`src/rtl/sd_arb_pkg.sv`:
```
// Shared types and helpers for the SD-block drive arbiter.
package sd_arb_pkg;

  typedef enum logic [2:0] {
    IDLE,
    GRANT,
    ISSUE,
    XFER,
    DONE,
    ABORT
  } arb_state_t;

  // Index width that stays at least 1 bit wide for a single-drive build.
  function automatic int idx_width(input int n);
    return (n > 1) ? $clog2(n) : 1;
  endfunction

endpackage

```
`src/rtl/rr_arbiter.sv`:
```
// Combinational round-robin picker: first requester at or after ptr, wrapping.
module rr_arbiter #(
  parameter int N  = 4,
  parameter int IW = 2
) (
  input  logic [N-1:0]  req,
  input  logic [IW-1:0] ptr,
  output logic [N-1:0]  gnt,
  output logic [IW-1:0] idx,
  output logic          valid
);

  int            p;
  logic [IW-1:0] pos;

  always_comb begin
    gnt   = '0;
    idx   = '0;
    valid = 1'b0;
    p     = 0;
    pos   = '0;
    for (int off = 0; off < N; off++) begin
      p   = (int'(ptr) + off) % N;
      pos = IW'(p);
      if (!valid && req[pos]) begin
        valid = 1'b1;
        idx   = pos;
      end
    end
    if (valid) gnt[idx] = 1'b1;
  end

endmodule

```
`src/rtl/sd_drive_arbiter.sv`:
```
// Round-robin arbiter between NDRV disk clients and the hps_io SD-block port,
// one sector transfer in flight, with per-transfer LBA latch and no-ack timeout.
module sd_drive_arbiter
  import sd_arb_pkg::*;
#(
  parameter int NDRV   = 4,
  parameter int LBA_W  = 32,
  parameter int BUF_AW = 9,
  parameter int DW     = 8,
  parameter int TO_W   = 24,
  parameter int TO_EN  = 1
) (
  input  logic                  clk_sys,
  input  logic                  reset,
  input  logic [NDRV*LBA_W-1:0] cl_lba,
  input  logic [NDRV-1:0]       cl_rd,
  input  logic [NDRV-1:0]       cl_wr,
  output logic [NDRV-1:0]       cl_busy,
  output logic [NDRV-1:0]       cl_done,
  output logic [NDRV-1:0]       cl_err,
  input  logic [NDRV*DW-1:0]    cl_buff_din,
  output logic [BUF_AW-1:0]     cl_buff_addr,
  output logic [DW-1:0]         cl_buff_dout,
  output logic [NDRV-1:0]       cl_buff_wr,
  output logic [NDRV*LBA_W-1:0] hps_lba,
  output logic [NDRV-1:0]       hps_rd,
  output logic [NDRV-1:0]       hps_wr,
  input  logic [NDRV-1:0]       hps_ack,
  input  logic [BUF_AW-1:0]     hps_buff_addr,
  input  logic [DW-1:0]         hps_buff_dout,
  input  logic                  hps_buff_wr,
  output logic [DW-1:0]         hps_buff_din
);

  localparam int IDX_W = idx_width(NDRV);
  // ISSUE may last 2^TO_W-1 cycles; the last one is seen at count 2^TO_W-2.
  localparam logic [TO_W-1:0] TO_LAST = ~TO_W'(1);

  arb_state_t        state_reg, state_next;
  logic [IDX_W-1:0]  idx_reg, idx_next;
  logic [IDX_W-1:0]  ptr_reg, ptr_next;
  logic [LBA_W-1:0]  lba_reg, lba_next;
  logic              wr_reg, wr_next;
  logic [TO_W-1:0]   cnt_reg, cnt_next;

  logic [NDRV-1:0]   req;
  logic [NDRV-1:0]   pick_gnt;
  logic [IDX_W-1:0]  pick_idx;
  logic              pick_valid;
  logic [IDX_W-1:0]  ptr_after;
  logic              ack_sel;
  logic              owning;
  logic              in_xfer;
  logic              busy_st;

  assign req     = cl_rd | cl_wr;
  assign ack_sel = hps_ack[idx_reg];

  rr_arbiter #(
    .N  (NDRV),
    .IW (IDX_W)
  ) u_rr (
    .req   (req),
    .ptr   (ptr_reg),
    .gnt   (pick_gnt),
    .idx   (pick_idx),
    .valid (pick_valid)
  );

  assign ptr_after = (idx_reg == IDX_W'(NDRV - 1)) ? '0 : idx_reg + 1'b1;

  always_comb begin
    state_next = state_reg;
    idx_next   = idx_reg;
    ptr_next   = ptr_reg;
    lba_next   = lba_reg;
    wr_next    = wr_reg;
    cnt_next   = cnt_reg;
    case (state_reg)
      IDLE: begin
        if (|req) state_next = GRANT;
      end
      GRANT: begin
        if (pick_valid) begin
          idx_next   = pick_idx;
          lba_next   = cl_lba[pick_idx*LBA_W +: LBA_W];
          // Write wins when a drive raises both rd and wr.
          wr_next    = |(cl_wr & pick_gnt);
          cnt_next   = '0;
          state_next = ISSUE;
        end else begin
          state_next = IDLE;
        end
      end
      ISSUE: begin
        if (ack_sel) begin
          state_next = XFER;
        end else if (TO_EN != 0 && cnt_reg == TO_LAST) begin
          state_next = ABORT;
        end else begin
          cnt_next = cnt_reg + 1'b1;
        end
      end
      XFER: begin
        if (!ack_sel) state_next = DONE;
      end
      DONE, ABORT: begin
        ptr_next   = ptr_after;
        state_next = IDLE;
      end
      default: state_next = IDLE;
    endcase
  end

  always_ff @(posedge clk_sys) begin
    if (reset) begin
      state_reg <= IDLE;
      idx_reg   <= '0;
      ptr_reg   <= '0;
      lba_reg   <= '0;
      wr_reg    <= 1'b0;
      cnt_reg   <= '0;
    end else begin
      state_reg <= state_next;
      idx_reg   <= idx_next;
      ptr_reg   <= ptr_next;
      lba_reg   <= lba_next;
      wr_reg    <= wr_next;
      cnt_reg   <= cnt_next;
    end
  end

  assign owning  = (state_reg == ISSUE) || (state_reg == XFER);
  assign in_xfer = (state_reg == XFER);
  assign busy_st = owning || (state_reg == DONE) || (state_reg == ABORT);

  generate
    for (genvar gi = 0; gi < NDRV; gi++) begin : g_drv
      logic sel;
      assign sel            = (idx_reg == IDX_W'(gi));
      assign cl_busy[gi]    = busy_st && sel;
      assign cl_done[gi]    = (state_reg == DONE) && sel;
      assign cl_err[gi]     = (state_reg == ABORT) && sel;
      assign hps_rd[gi]     = owning && sel && !wr_reg;
      assign hps_wr[gi]     = owning && sel && wr_reg;
      assign cl_buff_wr[gi] = in_xfer && sel && hps_buff_wr;
      assign hps_lba[gi*LBA_W +: LBA_W] = (owning && sel) ? lba_reg : '0;
    end
  endgenerate

  // Buffer bus is only meaningful to the granted drive while data moves.
  assign cl_buff_addr = in_xfer ? hps_buff_addr : '0;
  assign cl_buff_dout = in_xfer ? hps_buff_dout : '0;
  assign hps_buff_din = owning ? cl_buff_din[idx_reg*DW +: DW] : '0;

endmodule

```
`config.mk`:
```
export PLATFORM = sky130hd
export DESIGN_NAME = sd_drive_arbiter
export DESIGN_NICKNAME = d
export VERILOG_FILES = /design/src/rtl/sd_arb_pkg.sv /design/src/rtl/rr_arbiter.sv /design/src/rtl/sd_drive_arbiter.sv
export SDC_FILE = /design/constraint.sdc
export NUM_CORES = 1
export LEC_CHECK = 0
export CORE_AREA = 3 3 143 145
export CTS_BUF_LIST = sky130_fd_sc_hd__clkbuf_8 sky130_fd_sc_hd__clkbuf_16
export DETAILED_ROUTE_END_ITERATION = 10
export DIE_AREA = 0 0 146 148
export PLACE_DENSITY = 0.75
export SLEW_MARGIN = 20
export SYNTH_ARGS = -nofsm -noshare
export SYNTH_HDL_FRONTEND = slang
export SYNTH_HIERARCHICAL = 1
export SYNTH_SLANG_ARGS = --single-unit
```
`constraint.sdc`:
```
create_clock -name clk_sys -period 2.5 [get_ports clk_sys]
set_input_delay 0.375 -clock clk_sys [delete_from_list [all_inputs] [get_ports clk_sys]]
set_output_delay 0.375 -clock clk_sys [all_outputs]
set_load 0.01 [all_outputs]
```
# ---- Word level (Yosys, flattened, before mapping)
# Cells that the tools add are included.
dict set report op_classes {
  add_sub_neg 5
  n_lt_le_gt_ge 7
  n_eq_ne 15
  shifts 2
  muxes 39
  n_bitwise 2
  reduce_logical 52
}
# operator n
set op_table {}
lappend op_table {{$mux W32} 4}
lappend op_table {{$shiftx A128 B8 Y32} 1}
lappend op_table {{$mux W24} 3}
lappend op_table {{$pmux W24 S2} 1}
lappend op_table {{$logic_and A1 B1 Y1} 36}
lappend op_table {{$shiftx A32 B6 Y8} 1}
lappend op_table {{$add A24 B1 Y24 const B} 1}
lappend op_table {{$eq A24 B24 Y1 const B} 1}
lappend op_table {{$lt A2 B3 Y1 const B} 6}
lappend op_table {{$mux W8} 2}
lappend op_table {{$mux W2} 6}
lappend op_table {{$mux W3} 4}
lappend op_table {{$pmux W3 S4} 1}
lappend op_table {{$bmux W1 S2} 5}
lappend op_table {{$mux W1} 10}
lappend op_table {{$ne A2 B2 Y1 const B} 5}
lappend op_table {{$mux W9} 1}
lappend op_table {{$reduce_or A4 Y1} 2}
lappend op_table {{$eq A3 B2 Y1 const B} 2}
lappend op_table {{$eq A3 B3 Y1 const B} 2}
lappend op_table {{$add A2 B1 Y2 const B} 2}
lappend op_table {{$add A2 B2 Y2 const B} 2}
lappend op_table {{$and A4 B4 Y4} 1}
lappend op_table {{$eq A2 B2 Y1 const B} 2}
lappend op_table {{other kinds (16)} 21}
dict set report totals {
  regBits 64
  inputBits 192
  output_inout_bits 177
}

# ---- Longest topological paths before layout
dict set report depth {
  depth_word 20
  mapped_depth 10
  depth_no_buf 7
}

# ---- Hierarchy
# Netlist, hierarchy kept.
# mod n_inst cells_each area_per_inst_um2 seq_area_each_um2
set by_module_without_submodules {}
lappend by_module_without_submodules {sd_drive_arbiter 1 624 5149.9 1281.2}
lappend by_module_without_submodules {rr_arbiter 1 32 182.7 0.0}

# ---- Worst setup path after synthesis
# No wires, ideal clock.
dict set report synth_path {
  path_type {input-to-reg}
  start {input cl_rd[2]}
  end {register lba_reg[10]}
  setup_time_ps 132
  t_arrival_ps 2340
  required_ps 2368
  path_slack_ps 28
  stages 9
  path_buffers 2
  cell_sequence {or2_2 > nand2b_1 > o21ai_1 > a211oi_2 > clkbuf_1 > buf_2 > mux4_2 > nand2_1 > a21oi_1}
}
dict set report synth_between {
  elab_chain_cells 14
  elab_cells_between_ends 25
}
# element line
set synth_lines {}
lappend synth_lines {{start, declared} sd_drive_arbiter.sv:16} ;# input logic [NDRV-1:0] cl_rd,
lappend synth_lines {{$or A4 B4 Y4 (*)} sd_drive_arbiter.sv:56} ;# assign req = cl_rd | cl_wr;
lappend synth_lines {{$bmux W1 S2} rr_arbiter.sv:25} ;# if (!valid && req[pos]) begin
lappend synth_lines {{$mux W1 (implied by the code)} rr_arbiter.sv:25}
lappend synth_lines {{$mux W1} rr_arbiter.sv:25}
lappend synth_lines {{$logic_not A1 Y1} rr_arbiter.sv:25}
lappend synth_lines {{$logic_and A1 B1 Y1} rr_arbiter.sv:25}
lappend synth_lines {{$mux W1} rr_arbiter.sv:25}
lappend synth_lines {{$logic_not A1 Y1} rr_arbiter.sv:25}
lappend synth_lines {{$logic_and A1 B1 Y1} rr_arbiter.sv:25}
lappend synth_lines {{$mux W1} rr_arbiter.sv:25}
lappend synth_lines {{$logic_not A1 Y1} rr_arbiter.sv:25}
lappend synth_lines {{$logic_and A1 B1 Y1} rr_arbiter.sv:25}
lappend synth_lines {{$mux W2 (*)} rr_arbiter.sv:25}
lappend synth_lines {{named net pick_idx[0]} sd_drive_arbiter.sv:48} ;# logic [IDX_W-1:0] pick_idx;
lappend synth_lines {{$shiftx A128 B8 Y32 (*)} sd_drive_arbiter.sv:86} ;# lba_next = cl_lba[pick_idx*LBA_W +: LBA_W];
lappend synth_lines {{end signal, assigned} sd_drive_arbiter.sv:127} ;# lba_reg <= lba_next;
lappend synth_lines {{end, declared} sd_drive_arbiter.sv:42} ;# logic [LBA_W-1:0] lba_reg, lba_next;
# Mark *: on every way through the listed nets, which the timed path passes. The rest lies on a longest branch. The select of a mux whose other input is x is not followed.
# A chain may end at the register's enable or synchronous reset.

# ---- Worst setup path in the final report
dict set report layout_path {
  start {register idx_reg[0]}
  end {output hps_lba[92]}
}
dict set report layout_between {
  elab_chain_cells 3
}
# element line
set layout_lines {}
lappend layout_lines {{start, declared} sd_drive_arbiter.sv:40} ;# logic [IDX_W-1:0] idx_reg, idx_next;
lappend layout_lines {{start signal, assigned} sd_drive_arbiter.sv:125} ;# idx_reg <= idx_next;
lappend layout_lines {{$eq A2 B2 Y1} sd_drive_arbiter.sv:140} ;# assign sel = (idx_reg == IDX_W'(gi));
lappend layout_lines {{$logic_and A1 B1 Y1} sd_drive_arbiter.sv:147} ;# assign hps_lba[gi*LBA_W +: LBA_W] = (owning && sel) ? lba_reg : '0;
lappend layout_lines {{$mux W32} sd_drive_arbiter.sv:147}
lappend layout_lines {{end, declared} sd_drive_arbiter.sv:25} ;# output logic [NDRV*LBA_W-1:0] hps_lba,
# No other way between the ends.

==> results.json <==
{
  "outcome": "completed",
  "nets": 1214,
  "path_clk_slew_ns": 0.05,
  "synth_most_common_cell": "and3_1",
  "post_dp_cell_area_mm2": 0.00956,
  "synth_top_area_cell": "dfxtp_1",
  "hold_violations": 0,
  "antenna_found_initial": 0,
  "hpwl_um": 18800,
  "period_needed_ns": 2.44,
  "avgSynthCellArea_um2": 8.13,
  "synth_edf_count": 0,
  "cts.sinks": 64,
  "start_kind": "flip-flop",
  "skew_ns": 0.00626,
  "placementRows": 51,
  "required_ns": 2.12,
  "dieArea_mm2": 0.0216,
  "slew_headroom": 0.596,
  "initialDrtViolationCount": 365,
  "hold_path_class": "flip-flop to flip-flop",
  "ctsHoldBuffers": 0,
  "clk_latency_ns": 0.34,
  "wire_per_inst_um": 19.3,
  "yosys.cell_types.count": 60,
  "n_fill_cell": 1789,
  "clockBufferDepth": 2,
  "synth_nets": 854,
  "utilization": 0.519,
  "synth-seq-area-share": 0.240,
  "ys_top_cells_by_area": "dfxtp_1 (24%), and3_1 (19%), mux4_2 (17%)",
  "synthToLayoutAreaGrowth_pct": 88.2,
  "syn-cell-area_mm2": 0.00533,
  "max_freq_mhz": 410,
  "finalSetupViolCount": 0,
  "max_slew.worst_pin.slew_ns": 0.601,
  "cts-buffers-inserted": 9,
  "critPathArrivalTime_ns": 2.06,
  "synthTopCellsByCount": "and3_1 (162), nand2_1 (91), dfxtp_1 (64), clkbuf_1 (53), a21oi_1 (49)",
  "finalCritPeriodShare": 0.975,
  "grt_usage": 0.212,
  "finalPower_mw": 4.09,
  "power_density_mw_per_mm2": 407,
  "place.gp.congestion": 0.866,
  "drt-total-wl_um": 24800,
  "die_h_um": 148,
  "post-place-ws_ns": -0.250,
  "end_kind": "output pin",
  "grt_pass1_wl_um": 36100,
  "overflow": 0,
  "synth-seq-cells": 64,
  "dp_cells": 1265,
  "io_pins": 369,
  "synth_top_area_share": 0.240,
  "largest_register_ffs": 32,
  "drive_gt1_frac": 0.134,
  "yosys_warnings": 6,
  "async_reset_ff_frac": 0,
  "drc_errors": 0,
  "fin_ws_ns": 0.0636,
  "rsz0062_at_grt": "true",
  "path_class": "flip-flop to output pin",
  "critPathMaxFanout": 18,
  "finalNonFillerCells": 1286,
  "vias": 6612,
  "fin_setup_tns_ns": 0,
  "drt-vias-per-instance": 5.14,
  "cts_tree": "yes",
  "max-cap-violations": 0,
  "drt_pass1_iterations": 4,
  "final_cell_area_mm2": 0.0100,
  "leakage_nw": 4.42,
  "diodes": 0,
  "postRouteAntennaNets": 0,
  "grt_pass1_vias": 6312,
  "netlist_instances": 656,
  "grt_max_degree": 47,
  "core-area_mm2": 0.0193,
  "numPortBuffers": 368,
  "htreeDepth": 3,
  "hold_ws_ns": 0.498,
  "initial_core_util": 0.276,
  "cts_root_buffer": "clkbuf_16",
  "synth_ff_type": "dfxtp_1",
  "vdd_drop_max_mv": 0.298,
  "slew_violations": 0,
  "dieWidth_um": 146
}
==> worst max-delay path, stage by stage (launching register included) <==
cell and delay (ns):
dfxtp_2 0.34, buf_4 0.15, inv_1 0.08, ha_2 0.24, clkbuf_16 0.21, and3_1 0.16
clkdlybuf4s50_1 0.55
==> final timing paths <==
check	from	to	slack [ns]	depth (start not counted)
worst max-delay path	idx_reg[0]	hps_lba[92]	0.06	6
worst min-delay path	lba_reg[6]	lba_reg[6]	0.50	2
worst max register to register	idx_reg[0]	cnt_reg[14]	0.30	7
worst min register to register	lba_reg[6]	lba_reg[6]	0.50	2
==> metal layers <==
metal  share of wire  global-route usage
met2            0.52               0.381
met3           0.081              0.0681
met1            0.38               0.243
met4           0.021              0.0579
met5               0                   0
==> layout by cell type (no fill, tap or decap), drive strengths merged, types with 12 or more instances in the layout <==
master	synthesis	routed
nor3	18	18
dlymetal6s2s	0	17
o21ai	12	12
nor2	25	25
nand2	92	92
a21oi	50	50
and2	12	12
dfxtp	64	64
buf	12	44
and3	162	162
inv	13	14
mux4	41	41
clkbuf	53	16
clkdlybuf4s50	0	348
nand4	13	13
==> kinds of logic (layout without fill, tap and decap cells) <==
| group | count (synthesis) | count (layout) | share of synthesized area |
|---|---|---|---|
| fa+ha+maj | 6 | 6 | 0.0141 |
| flops | 64 | 64 | 0.240 |
| simple gates | 356 | 356 | 0.373 |
| compound gates | 111 | 111 | 0.139 |
| mux | 41 | 41 | 0.173 |
| buf+inv | 78 | 443 | 0.0605 |
==> layout make-up <==
cell class | instances | area, um^2 | area share
timing repair buffer | 414 | 4280 | 0.427
multi-input combinational | 514 | 3770 | 0.376
sequential | 64 | 1280 | 0.128
tap | 265 | 332 | 0.0330
clock buffer | 13 | 280 | 0.0279
inverter | 13 | 48.8 | 0.00486
clock inverter | 3 | 38.8 | 0.00386
==> power breakdown <==
part	internal (mW)	switching, mW	total [mW]
registers	1.11	0.123	1.23
logic	0.813	0.709	1.52
clock network	0.875	0.462	1.34
==> repair_timing <==
| item | in CTS | in global routing |
|---|---|---|
| setup buffers | 0 | 2 |
| pin swaps | 0 | 1 |
| cloned | 0 | 3 |
| endpoints found under the setup margin | 7 | 130 |
| gates resized for setup | 4 | 27 |
(Power assumes the default switching activity.)
